===== src/rtl/asip_video_pkg.sv =====
// asip_video_pkg: canvas geometry and fill-engine state shared by the pixel write path.
package asip_video_pkg;
    localparam int ImageWidth  = 320;
    localparam int ImageHeight = 240;
    localparam int ColorBits   = 3;
    localparam int XBits       = 9;
    localparam int YBits       = 8;
    localparam logic [XBits-1:0] XLimit = XBits'(ImageWidth);
    localparam logic [YBits-1:0] YLimit = YBits'(ImageHeight);
    typedef enum logic [1:0] {IDLE, RUN, DONE} fill_state_t;
endpackage


===== src/rtl/rect_fill_sequencer.sv =====
// rect_fill_sequencer: validates a rectangle, then offers its pixels row by row to the arbiter.
module rect_fill_sequencer
    import asip_video_pkg::*;
(
    input  logic                 clk,
    input  logic                 reset,
    input  logic                 start,
    input  logic [XBits-1:0]     x0,
    input  logic [XBits-1:0]     x1,
    input  logic [YBits-1:0]     y0,
    input  logic [YBits-1:0]     y1,
    input  logic [ColorBits-1:0] color,
    input  logic                 abort,
    input  logic                 grant,
    output logic                 valid,
    output logic [XBits-1:0]     px_x,
    output logic [YBits-1:0]     px_y,
    output logic [ColorBits-1:0] px_color,
    output logic                 busy,
    output logic                 done,
    output logic                 error
);
    fill_state_t          state_q;
    logic [XBits-1:0]     x0_q, x1_q, cx_q;
    logic [YBits-1:0]     y1_q, cy_q;
    logic [ColorBits-1:0] color_q;
    logic                 done_q, err_q;
    logic                 start_ok, last;

    assign start_ok = x0 <= x1 && y0 <= y1 && x1 < XLimit && y1 < YLimit;
    assign last     = cx_q == x1_q && cy_q == y1_q;
    assign valid    = state_q == RUN && !abort;
    assign px_x     = cx_q;
    assign px_y     = cy_q;
    assign px_color = color_q;
    // done_q trails the DONE state so fill_done lands one cycle after the last write strobe
    assign busy     = state_q != IDLE || done_q;
    assign done     = done_q;
    assign error    = err_q;

    always_ff @(posedge clk or posedge reset) begin
        if (reset) begin
            state_q <= IDLE;
            x0_q    <= '0;
            x1_q    <= '0;
            cx_q    <= '0;
            y1_q    <= '0;
            cy_q    <= '0;
            color_q <= '0;
            done_q  <= 1'b0;
            err_q   <= 1'b0;
        end else begin
            done_q <= 1'b0;
            err_q  <= 1'b0;
            case (state_q)
                IDLE: if (start) begin
                    if (start_ok) begin
                        x0_q    <= x0;
                        x1_q    <= x1;
                        y1_q    <= y1;
                        cx_q    <= x0;
                        cy_q    <= y0;
                        color_q <= color;
                        state_q <= RUN;
                    end else begin
                        err_q <= 1'b1;
                    end
                end
                RUN: if (abort) begin
                    state_q <= IDLE;
                end else if (grant) begin
                    if (last) begin
                        state_q <= DONE;
                    end else if (cx_q < x1_q) begin
                        cx_q <= cx_q + 1'b1;
                    end else begin
                        cx_q <= x0_q;
                        cy_q <= cy_q + 1'b1;
                    end
                end
                DONE: begin
                    state_q <= IDLE;
                    done_q  <= 1'b1;
                end
                default: state_q <= IDLE;
            endcase
        end
    end
endmodule


===== src/rtl/pixel_write_arbiter.sv =====
// pixel_write_arbiter: shares the frame memory write port between CPU pixel stores
// and the rectangle-fill engine with round-robin on contention.
module pixel_write_arbiter
    import asip_video_pkg::*;
(
    input  logic                 clk,
    input  logic                 reset,
    input  logic                 cpu_req,
    input  logic [XBits-1:0]     cpu_x,
    input  logic [YBits-1:0]     cpu_y,
    input  logic [ColorBits-1:0] cpu_color,
    output logic                 cpu_ack,
    output logic                 cpu_err,
    input  logic                 fill_start,
    input  logic [XBits-1:0]     fill_x0,
    input  logic [XBits-1:0]     fill_x1,
    input  logic [YBits-1:0]     fill_y0,
    input  logic [YBits-1:0]     fill_y1,
    input  logic [ColorBits-1:0] fill_color,
    input  logic                 fill_abort,
    output logic                 fill_busy,
    output logic                 fill_done,
    output logic                 fill_error,
    output logic [XBits-1:0]     XWrite,
    output logic [YBits-1:0]     YWrite,
    output logic [ColorBits-1:0] writeValueMemory,
    output logic                 mem_we
);
    logic                 fill_valid, cpu_elig, gnt_cpu, gnt_fill, cpu_in;
    logic [XBits-1:0]     fill_px_x, x_q, x_d;
    logic [YBits-1:0]     fill_px_y, y_q, y_d;
    logic [ColorBits-1:0] fill_px_c, c_q, c_d;
    logic                 we_q, we_d, ack_q, ack_d, err_q, err_d, last_fill_q, last_fill_d;

    rect_fill_sequencer u_seq (
        .clk      (clk),
        .reset    (reset),
        .start    (fill_start),
        .x0       (fill_x0),
        .x1       (fill_x1),
        .y0       (fill_y0),
        .y1       (fill_y1),
        .color    (fill_color),
        .abort    (fill_abort),
        .grant    (gnt_fill),
        .valid    (fill_valid),
        .px_x     (fill_px_x),
        .px_y     (fill_px_y),
        .px_color (fill_px_c),
        .busy     (fill_busy),
        .done     (fill_done),
        .error    (fill_error)
    );

    // a request still held during its own ack cycle must not be granted twice
    always_comb begin
        cpu_elig    = cpu_req && !ack_q;
        gnt_cpu     = cpu_elig && (!fill_valid || last_fill_q);
        gnt_fill    = fill_valid && !gnt_cpu;
        cpu_in      = cpu_x < XLimit && cpu_y < YLimit;
        we_d        = gnt_cpu ? cpu_in : gnt_fill;
        ack_d       = gnt_cpu;
        err_d       = gnt_cpu && !cpu_in;
        x_d         = gnt_cpu ? cpu_x : gnt_fill ? fill_px_x : x_q;
        y_d         = gnt_cpu ? cpu_y : gnt_fill ? fill_px_y : y_q;
        c_d         = gnt_cpu ? cpu_color : gnt_fill ? fill_px_c : c_q;
        last_fill_d = gnt_cpu ? 1'b0 : gnt_fill ? 1'b1 : last_fill_q;
    end

    always_ff @(posedge clk or posedge reset) begin
        if (reset) begin
            we_q        <= 1'b0;
            ack_q       <= 1'b0;
            err_q       <= 1'b0;
            x_q         <= '0;
            y_q         <= '0;
            c_q         <= '0;
            last_fill_q <= 1'b1;
        end else begin
            we_q        <= we_d;
            ack_q       <= ack_d;
            err_q       <= err_d;
            x_q         <= x_d;
            y_q         <= y_d;
            c_q         <= c_d;
            last_fill_q <= last_fill_d;
        end
    end

    assign mem_we           = we_q;
    assign cpu_ack          = ack_q;
    assign cpu_err          = err_q;
    assign XWrite           = x_q;
    assign YWrite           = y_q;
    assign writeValueMemory = c_q;
endmodule

===== config.mk =====
export PLATFORM = sky130hd
export DESIGN_NAME = pixel_write_arbiter
export DESIGN_NICKNAME = d
export VERILOG_FILES = /design/src/rtl/asip_video_pkg.sv /design/src/rtl/rect_fill_sequencer.sv /design/src/rtl/pixel_write_arbiter.sv
export SDC_FILE = /design/constraint.sdc
export NUM_CORES = 1
export LEC_CHECK = 0
export ABC_AREA = 1
export ABC_CLOCK_PERIOD_IN_PS = 2500
export CAP_MARGIN = 15
export CORE_ASPECT_RATIO = 1.4
export CORE_UTILIZATION = 40
export DETAILED_ROUTE_END_ITERATION = 8
export PLACE_DENSITY = 0.69
export SKIP_CTS_REPAIR_TIMING = 1
export SLEW_MARGIN = 15
export SYNTH_ARGS = -nofsm -noshare
export SYNTH_HDL_FRONTEND = slang
export SYNTH_SLANG_ARGS = --single-unit

===== constraint.sdc =====
create_clock -name clk -period 2.5 [get_ports clk]
set_input_delay 0.5 -clock clk [delete_from_list [all_inputs] [get_ports clk]]
set_output_delay 0.5 -clock clk [all_outputs]
set_load 0.05 [all_outputs]

==> qor.yml <==
critical_path:
  path_cells: "nor2_1 > inv_1 > or2_2 > clkdlybuf4s50_1"
  cp.arrival_ps: 1910
  critPathSlowestCell: "clkdlybuf4s50_1"
  r2r_slack_ps: 400
  worstPathRequired_ps: 2000
  crit_fanout: 3
  crit_type: "reg -> out"
  slowest_delay_ps: 700
  cp-startpoint: "u_seq.state_q[0]$_DFFE_PP0P_"
  timing.rr.start: "u_seq.px_x[1]$_DFFE_PP0P_"
  cp_num_cells: 4
  cp-start-kind: "flop"
  rr_worst_depth: 10
  critPathBufInv: 2
  end_kind: "output port"
  endpoint: "fill_busy"
  worstReg2RegEnd: "u_seq.px_y[1]$_DFFE_PP0P_"
  crit_family: "buffers and inverters"
run:
  cap_violations: 0
pwr:
  power.internal_mw: 3.33
  comb_power_share_pct: 44.0
  p_leak_nw: 3.05
  ir_drop_uv: 466
  pwr-share-clk_pct: 22.3
  pwr_density_cell_mw_per_mm2: 944
  seq_power_share_pct: 33.8
  switching_power_mw: 2.29
  switching_share_pct: 40.8
clocking:
  cts_root_buffer: "clkbuf_16"
  htreeDepth: 3
  insertion_delay_ps: 330
  cts-buffers-inserted: 9
  clk_pin_slew_worst_paths_ps: 50
  clockBufferDepth: 2
  cts.sink_count: 74
  cts_tree: "done"
cells_and_area:
  layout-drive-gt1-share_pct: 8.59
  nets: 795
  final_cell_mix: "211 x nand2_1, 87 x clkdlybuf4s50_1, 83 x inv_1"
  finish.instance_area_sq_mm: 0.00595
  final_common_cell: "nand2_1"
  n_antenna_cell: 0
  syn2layout_area_growth_pct: 33.3
grt:
  grt_usage_pct: 20.7
  grt_pass1_wl_um: 18900
  grt_pass1_vias: 3953
  grt_max_degree: 75
  antenna_found_initial: 0
  grt_overflow_total: 0
floorplanning:
  die_y_um: 127
  coreArea_sq_mm: 0.0109
  io_pins: 88
  dieArea_sq_mm: 0.0116
  start_util_pct: 41.1
  die_w_um: 91.3
  rows: 45
sta:
  fin_skew_ps: 6.98
  finalSetupTns_ps: 0
  max-slew-margin-rel_pct: 47.4
  rsz0062_at_grt: "false"
  finalSetupViolCount: 0
  max_freq_ghz: 0.415
  post-route-period-util_pct: 96.3
  hold_violations: 0
  timing.final.max_slew_violations: 0
  min_period_ps: 2410
  whs_ps: 467
  worst_pin_slew_ps: 786
route:
  vias: 4070
  viasPerCell: 4.78
  drc: 0
  wire_per_inst_um: 12.9
  wl_um: 11000
  ant_nets: 0
  drtIter0Drc: 162
  first_pass_iters: 4
synthesis:
  synth_warnings: 0
  syn_avg_cell_area_sq_um: 7.46
  ys_ff_latch: 74
  synth_flop_cell: "dfrtp_1"
  synth_cell_types: 39
  netlist_area_sq_mm: 0.00446
  synth_edf_count: 0
  synth-async-reset-ratio_pct: 100
  synth_fp_nets: 688
  synthCells: 598
  seq_area_frac_synth_pct: 41.5
hold_path:
  hp-class: "reg -> reg"
place:
  gp_congestion: 0.877
  dp_hpwl_um: 8530
  port_buffers: 87
  place_area_sq_mm: 0.00565
outcome:
  status: "complete, no violations"
==> worst min-delay path by stage <==
| stage | from | endpoint | slack, ps | depth (start not counted) |
|---|---|---|---|---|
| 4_1_cts | u_seq.state_q[0]$_DFFE_PP0P_ | u_seq.done$_DFF_PP0_ | 470 | 1 |
| 5_1_grt | u_seq.state_q[0]$_DFFE_PP0P_ | u_seq.done$_DFF_PP0_ | 500 | 1 |
| 6_report | u_seq.state_q[0]$_DFFE_PP0P_ | u_seq.done$_DFF_PP0_ | 470 | 1 |
| 2_1_floorplan | u_seq.state_q[0]$_DFFE_PP0P_ | u_seq.done$_DFF_PP0_ | 440 | 1 |
| 3_5_place_dp | u_seq.state_q[0]$_DFFE_PP0P_ | u_seq.done$_DFF_PP0_ | 460 | 1 |
| 3_3_place_gp | u_seq.state_q[0]$_DFFE_PP0P_ | u_seq.done$_DFF_PP0_ | 450 | 1 |
==> power by group through the flow <==
| stage | sequential [mW] | combinational (mW) | clock (mW) |
|---|---|---|---|
| after global placement | 1.90 | 2.44 | 0 |
| after floorplan | 2.15 | 1.40 | 0 |
| after CTS | 1.90 | 2.49 | 1.28 |
| final | 1.90 | 2.47 | 1.25 |
| after detailed placement | 1.92 | 2.47 | 0 |
| after global routing | 1.96 | 2.81 | 1.33 |
==> synthesized netlist by cell type, types with 2 or more instances <==
master | number | area [sq um]
nand2_1 | 211 | 792
inv_1 | 84 | 315
dfrtp_1 | 73 | 1830
nand3_1 | 46 | 230
o21ai_0 | 38 | 190
ha_1 | 28 | 350
nor2_1 | 25 | 93.8
a21oi_1 | 12 | 60.1
clkbuf_1 | 11 | 41.3
xor2_1 | 9 | 78.8
nand4_1 | 8 | 50.1
o211ai_1 | 7 | 52.6
o21ai_1 | 5 | 25.0
nand2_2 | 4 | 25.0
nand2_4 | 3 | 33.8
nor3_1 | 3 | 15.0
xnor2_1 | 3 | 26.3
buf_2 | 2 | 10.0
buf_4 | 2 | 15.0
buf_6 | 2 | 22.5
inv_2 | 2 | 7.51
nand3b_1 | 2 | 15.0
o21a_1 | 2 | 15.0
==> logic make-up after synthesis <==
| family | Yosys count | synth area share (%) |
|---|---|---|
| xor+xnor | 12 | 2.36 |
| simple gates | 309 | 29.8 |
| compound gates | 71 | 9.14 |
| flops | 74 | 41.5 |
| fa+ha+maj | 28 | 7.85 |
| buf+inv | 104 | 9.37 |
==> per-stage QoR <==
step                utilization [%]  std cells  power [mW]  setup WS [ps]
floorplan                         -        598        3.55            120
global placement               52.0        835        4.34          -31.6
detailed placement             52.0        835        4.38          -60.4
CTS                            54.7        851        5.66           80.0
global route                   54.7        851        6.10           15.3
finish                         54.7        851        5.62           93.0
==> area by class of cell <==
type,count,area [sq um]
Clock inverter,1,7.51
Inverter,87,329
Clock buffer,15,288
Multi-Input combinational cell,420,2190
Timing Repair Buffer,113,1100
Fill cell,1033,4920
Tap cell,141,176
Sequential cell,74,1850
==> routing by layer <==
layer	part of all wire, %	global-route usage (%)
met2	48	33.9
met3	3.9	3.90
met1	46	27.1
met4	2.1	7.84
met5	0	0
==> registers in the layout, summed over array words and instances (netlist names) <==
| signal | cells |
|---|---|
| XWrite | 9 |
| u_seq.px_x | 9 |
| u_seq.x0_q | 9 |
| u_seq.x1_q | 9 |
| YWrite | 8 |
| u_seq.px_y | 8 |
| u_seq.y1_q | 8 |
| u_seq.px_color | 3 |
| writeValueMemory | 3 |
| u_seq.state_q | 2 |
| cpu_ack | 1 |
| cpu_err | 1 |
| last_fill_q | 1 |
| mem_we | 1 |
| u_seq.done | 1 |
| u_seq.error | 1 |
Power figures use the tool's default switching activity.
